--- config.mk ---
export PLATFORM = sky130hd
export DESIGN_NAME = rename_free_list
export DESIGN_NICKNAME = d
export VERILOG_FILES = /design/src/rtl/rename_free_list_pkg.sv /design/src/rtl/rename_free_list_ram.sv /design/src/rtl/rename_free_list.sv
export SDC_FILE = /design/constraint.sdc
export NUM_CORES = 1
export LEC_CHECK = 0
export CAP_MARGIN = 20
export CELL_PAD_IN_SITES_DETAIL_PLACEMENT = 1
export CELL_PAD_IN_SITES_GLOBAL_PLACEMENT = 1
export CORE_MARGIN = 5
export CORE_UTILIZATION = 45
export CTS_CLUSTER_SIZE = 25
export DETAILED_ROUTE_END_ITERATION = 16
export PLACE_DENSITY = 0.64
export SETUP_SLACK_MARGIN = 0.1
export SYNTH_ARGS = -nofsm -noshare
export SYNTH_HDL_FRONTEND = slang
export SYNTH_SLANG_ARGS = --single-unit
--- constraint.sdc ---
create_clock -name clk -period 3.7 [get_ports clk]
set_input_delay 0.925 -clock clk [delete_from_list [all_inputs] [get_ports clk]]
set_output_delay 0.925 -clock clk [all_outputs]
set_load 0.01 [all_outputs]
--- src/rtl/rename_free_list_pkg.sv ---
// Shared types and sizing for the physical-register free list.
// Latency: n/a (types and constants only).
// Backpressure: n/a.
package rename_free_list_pkg;

  localparam int NUM_PHYS        = 64;
  localparam int NUM_ARCH        = 32;
  localparam int MAX_IDS         = 32;
  localparam int FREE_LIST_DEPTH = NUM_PHYS - NUM_ARCH;

  localparam int PW = $clog2(NUM_PHYS);
  localparam int IW = $clog2(MAX_IDS);
  // Pointers carry one extra wrap bit so full and empty are distinguishable.
  localparam int DW = $clog2(FREE_LIST_DEPTH) + 1;
  localparam int AW = DW - 1;

  typedef logic [PW-1:0] phys_addr_t;
  typedef logic [IW-1:0] id_t;
  typedef logic [DW-1:0] fl_ptr_t;
  typedef logic [AW-1:0] fl_addr_t;

  typedef enum logic {
    FL_INIT = 1'b0,
    FL_RUN  = 1'b1
  } fl_state_t;

  // RAM index of a wrapped pointer: drop the wrap bit.
  function automatic fl_addr_t fl_index(input fl_ptr_t ptr);
    return ptr[AW-1:0];
  endfunction

  // Full when the RAM indices match but the wrap bits differ.
  function automatic logic fl_is_full(input fl_ptr_t tail, input fl_ptr_t head);
    return (fl_index(tail) == fl_index(head)) && (tail[DW-1] != head[DW-1]);
  endfunction

endpackage

--- src/rtl/rename_free_list_ram.sv ---
// Free-list storage: DEPTH x PW, one synchronous write port, one async read port.
// Latency: write visible on rdata the cycle after we; read is combinational.
// Backpressure: none, accepts a write every cycle.
module rename_free_list_ram
  import rename_free_list_pkg::*;
(
  input  logic          clk,
  input  logic          we,
  input  logic [AW-1:0] waddr,
  input  logic [PW-1:0] wdata,
  input  logic [AW-1:0] raddr,
  output logic [PW-1:0] rdata
);

  phys_addr_t mem [FREE_LIST_DEPTH];

  // Single write port; no reset so it maps onto distributed RAM.
  always_ff @(posedge clk) begin
    if (we) begin
      mem[waddr] <= wdata;
    end
  end

  assign rdata = mem[raddr];

endmodule

--- src/rtl/rename_free_list.sv ---
// Physical-register free list: hands free regs to decode, recycles displaced regs at retire.
// Latency: retired reg visible on alloc_phys next cycle (same cycle when RENAME_FREE_LIST_BYPASS_EN is defined).
// Backpressure: alloc_valid low when empty or initialising; decode must not consume then.
module rename_free_list
  import rename_free_list_pkg::*;
(
  input  logic          clk,
  input  logic          rst,
  input  logic          fetch_flush,
  input  logic          decode_alloc,
  input  logic [IW-1:0] decode_id,
  input  logic [PW-1:0] decode_prev_phys,
  output logic [PW-1:0] alloc_phys,
  output logic          alloc_valid,
  input  logic          issue_with_rd,
  input  logic          retire_valid,
  input  logic [IW-1:0] retire_id,
  output logic [DW-1:0] free_count,
  output logic          init_done
);

  fl_state_t  state;
  fl_addr_t   init_cnt;
  fl_ptr_t    spec_head;
  fl_ptr_t    issued_head;
  fl_ptr_t    tail;
  fl_ptr_t    issued_head_next;

  phys_addr_t prev_table [MAX_IDS];
  phys_addr_t retire_phys;
  phys_addr_t ram_rdata;

  logic       running;
  logic       list_empty;
  logic       list_full;
  logic       pop;
  logic       push;

  logic       ram_we;
  fl_addr_t   ram_waddr;
  phys_addr_t ram_wdata;

  localparam fl_addr_t INIT_LAST = fl_addr_t'(FREE_LIST_DEPTH - 1);

  assign running    = (state == FL_RUN);
  assign list_empty = (tail == spec_head);
  assign list_full  = fl_is_full(tail, spec_head);

  // Register displaced by the retiring instruction, recorded when it decoded.
  assign retire_phys = prev_table[retire_id];

  // Offer the head entry; a retire into an empty list may be forwarded when bypass is built in.
  always_comb begin
    alloc_valid = running & ~list_empty;
    alloc_phys  = running ? ram_rdata : '0;
`ifdef RENAME_FREE_LIST_BYPASS_EN
    if (running && list_empty && retire_valid) begin
      alloc_valid = 1'b1;
      alloc_phys  = retire_phys;
    end
`endif
  end

  // A flush squashes the decode in the same cycle; retire pushes are never squashed.
  assign pop  = running & decode_alloc & ~fetch_flush & alloc_valid;
  assign push = running & retire_valid;

  // Rollback target must include an issue happening in the flush cycle itself.
  assign issued_head_next = issued_head + fl_ptr_t'(running & issue_with_rd);

  assign free_count = running ? fl_ptr_t'(tail - spec_head) : '0;

  // During INIT the RAM is filled with the non-architectural registers; afterwards only retire writes.
  always_comb begin
    ram_we    = 1'b0;
    ram_waddr = fl_index(tail);
    ram_wdata = retire_phys;
    if (!rst) begin
      if (running) begin
        ram_we = push;
      end else begin
        ram_we    = 1'b1;
        ram_waddr = init_cnt;
        ram_wdata = phys_addr_t'(NUM_ARCH) + phys_addr_t'(init_cnt);
      end
    end
  end

  rename_free_list_ram u_ram (
    .clk   (clk),
    .we    (ram_we),
    .waddr (ram_waddr),
    .wdata (ram_wdata),
    .raddr (fl_index(spec_head)),
    .rdata (ram_rdata)
  );

  // Init/run state machine owning all three pointers and the init_done flag.
  always_ff @(posedge clk) begin
    if (rst) begin
      state       <= FL_INIT;
      init_cnt    <= '0;
      spec_head   <= '0;
      issued_head <= '0;
      tail        <= '0;
      init_done   <= 1'b0;
    end else begin
      case (state)
        FL_INIT: begin
          init_cnt <= init_cnt + fl_addr_t'(1);
          if (init_cnt == INIT_LAST) begin
            // Every non-architectural register is now free: list starts full.
            tail      <= fl_ptr_t'(FREE_LIST_DEPTH);
            init_done <= 1'b1;
            state     <= FL_RUN;
          end
        end
        FL_RUN: begin
          issued_head <= issued_head_next;
          if (fetch_flush) begin
            spec_head <= issued_head_next;
          end else if (pop) begin
            spec_head <= spec_head + fl_ptr_t'(1);
          end
          if (push) begin
            tail <= tail + fl_ptr_t'(1);
          end
        end
        default: begin
          state <= FL_INIT;
        end
      endcase
    end
  end

  // Remember which register each decoding instruction displaces, for recycling at retire.
  always_ff @(posedge clk) begin
    if (pop) begin
      prev_table[decode_id] <= decode_prev_phys;
    end
  end

  // Protocol checks on the decode/issue/retire interfaces.
  always_ff @(posedge clk) begin
    if (!rst && running) begin
      a_pop_when_valid : assert (!(decode_alloc && !alloc_valid))
        else $error("decode_alloc while no free register is offered");
      a_issue_behind_spec : assert (!(issue_with_rd && (issued_head == spec_head)))
        else $error("issue_with_rd with no outstanding allocation");
      a_push_not_full : assert (!(retire_valid && list_full))
        else $error("retire push into a full free list");
    end
  end

endmodule

# Yosys cells after proc, flatten, opt, wreduce, memory -nomap -nowiden
# Memory sizes are Yosys's and may differ from the RTL's. A register that Yosys moved wholly into a read port is not among the register bits.
# Index checks and enable logic that the tools add are counted.
# totals
register_bits,25
mem_count,2
out_inout_bits,14
ram_bits,384
wordCells,52
inputBits,22
# classes
n_bitwise,9
reduce_logical,4
addsub,6
mux,21
n_eq_ne,4
# mem_list
memory,depth,width,read_ports,rd_clocked_by_memory_dff,wr,line_no,text
prev_table,32,6,1,0,1,rename_free_list.sv:29,phys_addr_t prev_table [MAX_IDS];
u_ram.mem,32,6,1,1,1,rename_free_list_ram.sv:15,phys_addr_t mem [FREE_LIST_DEPTH];
# ops
operator,count
6-bit two-way mux,8
5-bit two-way mux,4
"6-bit by 1-bit adder with 6-bit output, second input constant",2
6-bit one-hot mux with 2 select lines,1
1-bit two-way mux,8
6-bit by 1-bit adder with 6-bit output,1
"6-bit by 5-bit adder with 6-bit output, first input constant",1
1-bit AND,6
6-bit equality test,1
2-bit AND reduction,3
6-bit subtractor,1
"5-bit by 1-bit adder with 5-bit output, second input constant",1
"5-bit equality test, second input constant",1
1-bit inverter,3
"2-bit by 1-bit inequality test with 1-bit output, second input constant",1
"2-bit inequality test, second input constant",1
2-bit nonzero test,1

# Longest topological paths before layout
# Gate-level depths: netlist of the first run.
# depth
ltp_word,8
depth_mapped,12
ltp_nobuf,9

# Modules after synthesis
# From an unflattened synthesis of the first run, not the netlist that was laid out.
# unflattened
hier_cells,926
hier_area_um2,16776.1
# by_module_without_submodules
mod,cells_each,area_per_inst_um2,instances,seq_area_each_um2
rename_free_list,609,9306.4,1,6266.0
rename_free_list_ram,317,7469.7,1,5765.5

# Worst setup path before layout of the first run
# OpenSTA, ideal clock, no wires.
# synth_path
kind,in2reg
startpoint,input retire_id[1]
endpoint,"memory u_ram.mem[0][2] (netlist name), data pin"
t_arrival_ns,2.973
n_path_buf,3
setup_slack_ns,0.377
path_stages,8
required_ns,3.349
setup_time_ns,0.351
path_cell_list,buf_2 buf_1 buf_2 mux4_2 mux2i_1 o211ai_1 a21oi_1 nor2_1
# synth_between
elab_chain_len,3
# synth_rtl
element,line_no,text
from (decl),rename_free_list.sv:17,"input logic [IW-1:0] retire_id,"
memory 32 x 6 bit *,-,
6-bit two-way mux,rename_free_list.sv:79,if (running) begin
6-bit two-way mux *,rename_free_list.sv:78,if (!rst) begin
via ram_wdata[2],rename_free_list.sv:41,phys_addr_t ram_wdata;
to (decl),rename_free_list_ram.sv:15,
# Mark *: on every way through the listed nets, which the timed path passes. The rest lies on a longest branch.

==> impl_metrics.py, run 1 <==
metrics = {
    "synthesis": {
        "ys_warn_count": 0,
        "syn_nets": 946,
        "synth-seq-area-share": 0.7227,
        "syn_area_um2": 16790,
        "synth.avg_cell_area_um2": 18.41,
        "synth-seq-cells": 414,
        "yosys.cell_types.count": 44,
        "synth_cells": 912,
    },
    "timing": {
        "finalCriticalPeriod_ns": 3.611,
        "maxSlewHeadroom": 0.4685,
        "hold_viol": 0,
        "worstMarginPinSlew_ns": 0.7948,
        "fin_skew_ns": 0.01278,
        "fin_tns_setup_ns": 0,
        "timing.final.crit_share": 0.9759,
        "setup_viol": 0,
        "fmax_mhz": 276.9,
        "slew_violations": 0,
        "setup_slack_ns": 0.08905,
        "rsz0062_at_grt": "true",
    },
    "clock_network": {
        "cts_max_path_buffers": 3,
        "cts_tree": "yes",
        "root_buffer": "clkbuf_16",
        "h-tree-depth": 2,
        "clkTransAtPathRegs_ns": 0.06,
        "clkLatencyLatePin_ns": 0.55,
        "clock_sinks": 414,
        "cts_made_buffers": 44,
    },
    "pwr": {
        "power.density_nw_per_um2": 496.1,
        "p_int_mw": 7.895,
        "p_leak_nw": 6.450,
        "switchingPower_mw": 1.971,
        "pwr-share-clk": 0.438,
        "vdd_ir_drop_max_mv": 0.4643,
        "pwr-share-seq": 0.524,
        "p_sw_frac": 0.1998,
        "combPwrFrac": 0.038,
    },
    "grt": {
        "antenna_found_initial": 0,
        "grt_first_pass_wirelength_mm": 58.71,
        "overflow": 0,
        "track_usage": 0.1879,
        "grt_pass1_vias": 9305,
        "grt_max_degree": 49,
    },
    "routing": {
        "routed_wirelength_mm": 37.76,
        "vias": 8613,
        "wire_per_inst_um": 24.25,
        "drt_pre_antenna_iters": 5,
        "postRouteAntennaNets": 0,
        "drc": 0,
        "vias_per_cell": 5.532,
        "drtIter0Drc": 536,
    },
    "placement": {
        "hpwl_mm": 24.72,
        "dp_cells": 1463,
        "port_buffers": 35,
        "pre_cts_ws_ns": 0.2396,
        "gp_congestion": 0.7828,
    },
    "worst_hold_path": {
        "min_from": "init_done",
        "hold_path_end": "init_done",
        "min_path_type": "reg2reg",
        "hold_path_depth": 2,
    },
    "critical_path": {
        "crit_path_end_kind": "output pin",
        "crit_arrival_ns": 2.69,
        "rr_startpoint": "tail[4]",
        "path_class": "reg2out",
        "critPathMaxFanout": 6,
        "cp_cell_sequence": "buf_12 > buf_12 > buf_16 > mux4_2 > mux4_2 > o2111a_1 > buf_2",
        "r2r_cells": 8,
        "worst_path_dominant_cell_family": "multiplexers",
        "cpPeakStageDelay_ns": 0.51,
        "required_ns": 2.77,
        "crit_buf_inv": 4,
        "critPathLaunchType": "flip-flop",
        "reg2reg_to": "prev_table[5][4]",
        "r2r_slack_ns": 0.74,
        "cp_slowest_cell": "mux4_2",
    },
    "floorplan": {
        "die_w_um": 203.1,
        "die_h_um": 203.1,
        "rows": 70,
        "dieArea_um2": 41270,
        "start_util": 0.4574,
        "core_um2": 36700,
        "ios": 36,
    },
    "cells_and_area": {
        "drive_gt1_frac": 0.2792,
        "final_cell_mix": "384 x edfxtp_1, 111 x mux4_2, 101 x buf_4, 99 x nor2_1",
        "fin_nets": 1091,
        "area_delta_synth_final_pct": 18.48,
        "final_common_cell": "edfxtp_1",
        "final_cells": 1557,
        "antenna_cells": 0,
        "utilization": 0.5419,
    },
    "run_status": {
        "outcome": "complete, no violations",
    },
    "run": {
        "cap_viol_max_count": 0,
    },
}
power groups by stage:
stage | clock, mW | sequential (mW) | combinational [mW]
floorplan | 0 | 5.27 | 0.200
global placement | 0 | 5.27 | 0.380
detailed placement | 0 | 5.27 | 0.388
CTS | 4.43 | 5.17 | 0.389
global route | 4.66 | 5.17 | 0.411
finish | 4.32 | 5.17 | 0.377
layout make-up:
class	instances	area [µm²]
Multi-Input combinational cell	438	4410
Tap cell	468	585.6
Sequential cell	414	12140
Inverter	12	45.04
Clock inverter	21	241.5
Clock buffer	57	1180
Timing Repair Buffer	147	1287
Fill cell	3334	16810
through the flow:
stage | cell area [µm²] | hold slack, ns | total power, mW
finish | 19890 | 0.5064 | 9.866
global route | 19890 | 0.5329 | 10.24
CTS | 19860 | 0.5095 | 9.985
detailed placement | 18310 | 0.4923 | 5.655
global placement | 18310 | 0.4857 | 5.646
floorplan | 16790 | 0.4674 | 5.468
worst register-to-register path, cell delays in order, from the launching register on:
cell and delay (ns):
dfxtp_1 0.52, ha_1 0.35, and4_1 0.21, a31oi_1 0.30, o21ai_1 0.28, nor3_1 0.28, nand2_1 0.15, nor2_1 0.37
buf_4 0.22
logic make-up (layout without fill, tap and decap cells):
group	count (synthesis)	count (layout)	synth area share
AOI/OAI and AO/OA	58	58	0.02206
xor gates and xnor gates	18	18	0.009392
adders and majority gates	12	12	0.009392
buffers and inverters	60	237	0.01580
DFF	414	414	0.7227
muxes	136	136	0.1639
and+or+nand+nor	214	214	0.05672
sequential cells by signal, indices dropped and copies added (netlist names), named ones only:
name	cells
issued_head	6
spec_head	6
running	1
init_cnt	5
init_done	1
prev_table	192
u_ram.mem	192
tail	6
how the worst max path moves through the flow:
stage | cells past startpoint | endpoint | slack (ns) | from
after floorplan | 8 | u_ram.mem[0][2] | 0.38 | retire_id[1]
after global placement | 5 | alloc_phys[5] | 0.27 | flip-flop
after detailed placement | 5 | alloc_phys[5] | 0.24 | flip-flop
after CTS | 7 | alloc_phys[4] | 0.04 | flip-flop
after global routing | 7 | alloc_phys[4] | 0.003 | flip-flop
final | 7 | alloc_phys[1] | 0.09 | flip-flop
synthesized netlist by cell type:
cell type	n	area (µm²)
and2_1	3	18.77
or2_1	1	6.260
o31ai_1	2	15.01
xnor2_1	7	61.31
a22oi_1	2	15.01
a211oi_1	2	15.01
nor3_1	18	90.09
nor3b_2	1	12.51
o2111a_1	6	67.56
or4_1	2	15.01
buf_6	2	22.52
or3_1	2	12.51
buf_2	11	55.05
o21a_1	4	30.03
inv_1	11	41.29
nor3b_1	1	7.510
o22ai_1	1	6.260
mux4_2	111	2500
a21boi_1	1	7.510
buf_1	7	26.28
nor2_1	100	375.4
and4_1	1	8.760
nand3b_1	6	45.04
a31oi_1	7	43.79
and3_1	4	25.02
inv_2	1	3.750
xor2_1	11	96.34
nand2b_1	4	25.02
o211ai_1	2	15.01
nand4_1	4	25.02
edfxtp_1	384	11530
buf_4	3	22.52
dfxtp_1	30	600.6
o21ai_0	6	30.03
ha_1	11	137.6
mux2_2	1	11.26
a21oi_1	19	95.09
o21ai_1	6	30.03
mux2i_1	24	240.2
nor2b_1	4	25.02
fa_1	1	20.02
clkbuf_1	25	93.84
nand2_1	44	165.2
nand3_1	19	95.09
what timing repair did:
item | CTS | global route
resized for setup | 33 | 5
setup endpoints to repair | 8 | 7
cloned | 1 | 0
buffers inserted | 12 | 3
pin swaps | 4 | 3
hold buffers | 0 | 0
routing by layer:
layer | share of wire | vias to the layer above | track usage
li1 | - | 3935 | -
met1 | 0.43 | 4507 | 0.2540
met2 | 0.52 | 135 | 0.3276
met3 | 0.037 | 36 | 0.02910
met4 | 0.013 | 0 | 0.04023
met5 | 0 | - | 0
Note: power is estimated with default switching activity, not from simulation.
==> run 2, diff against run 1 <==
Settings changed: SLEW_MARGIN set to 30.
==> results of run 2 <==
Same layout as run 1: the final DEF is identical, and so are final timing and power.
==> run 3, diff against run 2 <==
Settings changed: CELL_PAD_IN_SITES_DETAIL_PLACEMENT 1 to unset, CELL_PAD_IN_SITES_GLOBAL_PLACEMENT 1 to unset, PLACE_DENSITY 0.64 to 0.57.
==> run 3 against run 2 <==
  * Via count rose by 1.1%
  * Register-to-register slack about the same
  * Cell area shrank 0.24%
  * Largest power group unchanged
  * Highest routed layer unchanged
==> impl_metrics.py, run 3 (synthesized netlist as in run 1, its figures left out) <==
metrics = {
    "routing": {
        "wire_per_inst_um": 23.66,
        "drtIter0Drc": 761,
        "postRouteAntennaNets": 0,
        "m1WireLength_mm": 16.36,
        "wl_met3_mm": 1.971,
        "vias": 8712,
        "routed-wl-met2_mm": 17.60,
        "drc": 0,
        "drt_pre_antenna_iters": 5,
        "vias_per_cell": 5.610,
        "routed_wirelength_mm": 36.75,
        "dr.max_layer_used": "met4",
    },
    "pwr": {
        "vdd_ir_drop_max_mv": 0.3351,
        "power.density_nw_per_um2": 488.2,
        "p_leak_nw": 6.399,
    },
    "critical_path": {
        "crit_path_end_kind": "output pin",
        "required_ns": 2.77,
        "critPathLaunchType": "flip-flop",
        "critPathMaxFanout": 7,
        "path_class": "reg2out",
        "crit_arrival_ns": 2.66,
    },
    "floorplan": {
        "die_w_um": 203.1,
        "dieArea_um2": 41270,
        "start_util": 0.4574,
        "rows": 70,
        "ios": 36,
        "die_h_um": 203.1,
        "core_um2": 36700,
    },
    "timing": {
        "rsz0062_at_grt": "true",
        "fin_skew_ns": 0.02211,
        "slew_violations": 0,
        "fin_tns_setup_ns": 0,
        "fmax_mhz": 278.6,
        "maxSlewHeadroom": 0.4717,
        "hold_viol": 0,
        "whs_ns": 0.4775,
        "worstMarginPinSlew_ns": 0.7894,
        "finalCriticalPeriod_ns": 3.589,
        "setup_viol": 0,
        "timing.final.crit_share": 0.9701,
    },
    "grt": {
        "grt_first_pass_wirelength_mm": 56.43,
        "overflow": 0,
        "grt_pass1_vias": 9000,
        "track_usage": 0.1817,
        "grt_max_degree": 49,
        "antenna_found_initial": 0,
    },
    "cells_and_area": {
        "fin_nets": 1086,
        "final_common_cell": "edfxtp_1",
        "area_delta_synth_final_pct": 18.19,
        "final_cell_mix": "384 x edfxtp_1, 111 x mux4_2, 99 x nor2_1, 95 x buf_4, 45 x clkbuf_16",
        "top_regs": "prev_table: 192 flops, u_ram.mem: 192 flops",
        "drive_gt1_frac": 0.2857,
        "nFillCells": 2892,
        "antenna_cells": 0,
    },
    "clock_network": {
        "h-tree-depth": 2,
        "clkLatencyLatePin_ns": 0.56,
        "root_buffer": "clkbuf_16",
        "clkTransAtPathRegs_ns": 0.06,
        "cts_made_buffers": 44,
        "cts_tree": "yes",
        "cts_max_path_buffers": 3,
        "holdBufCountCts": 0,
        "clock_sinks": 414,
    },
    "placement": {
        "port_buffers": 35,
        "hpwl_mm": 23.82,
        "gp_congestion": 0.7931,
    },
    "run": {
        "cap_viol_max_count": 0,
    },
    "worst_hold_path": {
        "min_path_type": "reg2reg",
    },
    "run_status": {
        "outcome": "complete, no violations",
    },
}
## run 3: changes by cell type in the layout (fill, tap and decap cells not counted), moves of 2 or more
cell / change
clkdlybuf4s50_1: -2
clkinvlp_4: +3
mux2i_4: +3
buf_4: -6
clkbuf_8: -3
buf_12: +2
bufinv_16: -3
mux2i_1: -3
clkinv_2: +5
## run 3: stage by stage
step	power, mW	utilization	cell area, µm²	worst slack, ns	std cells
6_report	9.686	0.5406	19840	0.1108	1553
5_1_grt	10.01	0.5406	19840	0.02504	1553
4_1_cts	9.782	0.5392	19790	0.03314	1549
3_5_place_dp	5.658	0.4992	18320	0.2994	1462
3_3_place_gp	5.653	0.4991	18320	0.2158	1462
2_1_floorplan	5.468	-	16790	0.3766	912
## run 3: power by group
part           internal (mW)  switching, mW  leakage (nW)
logic                  0.142          0.240          2.04
clock network           2.37           1.76         0.653
registers               5.16        0.00749          3.70
total                   7.67           2.01          6.40
## run 3: cell type report
| cell class | instances | area (µm²) | area share |
|---|---|---|---|
| sequential | 414 | 12140 | 0.6118 |
| timing repair buffer | 142 | 1261 | 0.06357 |
| tap | 468 | 585.6 | 0.02951 |
| multi-input combinational | 438 | 4462 | 0.2249 |
| clock inverter | 25 | 187.7 | 0.009460 |
| inverter | 12 | 45.04 | 0.002270 |
| clock buffer | 54 | 1160 | 0.05846 |
## run 3: routing by layer
layer / up-vias / track usage
met5: - / 0
met4: 0 / 0.04649
met3: 49 / 0.03371
met2: 230 / 0.2899
met1: 4505 / 0.2631
li1: 3928 / -
## run 3: worst max-delay path, cell delays in order (launching register included)
cell      delay (ns)
dfxtp_4         0.39
buf_12          0.12
buf_12          0.12
buf_6           0.09
mux4_2          0.47
mux4_2          0.52
o2111a_1        0.25
buf_2           0.14
## run 3: worst paths after layout
path	start	end	slack, ns	depth (start not counted)
worst min-delay path	init_done	init_done	0.48	2
worst max register to register	spec_head[3]	prev_table[8][3]	0.75	8
worst max-delay path	flip-flop	alloc_phys[3]	0.11	7
worst min register to register	init_done	init_done	0.48	2
## run 3: timing repair
action / CTS / global route
endpoints found under the hold margin: 0 / 0
pin swaps: 0 / 0
gates cloned: 1 / 0
setup endpoints to repair: 8 / 9
resized for setup: 31 / 11
buffers inserted: 7 / 4
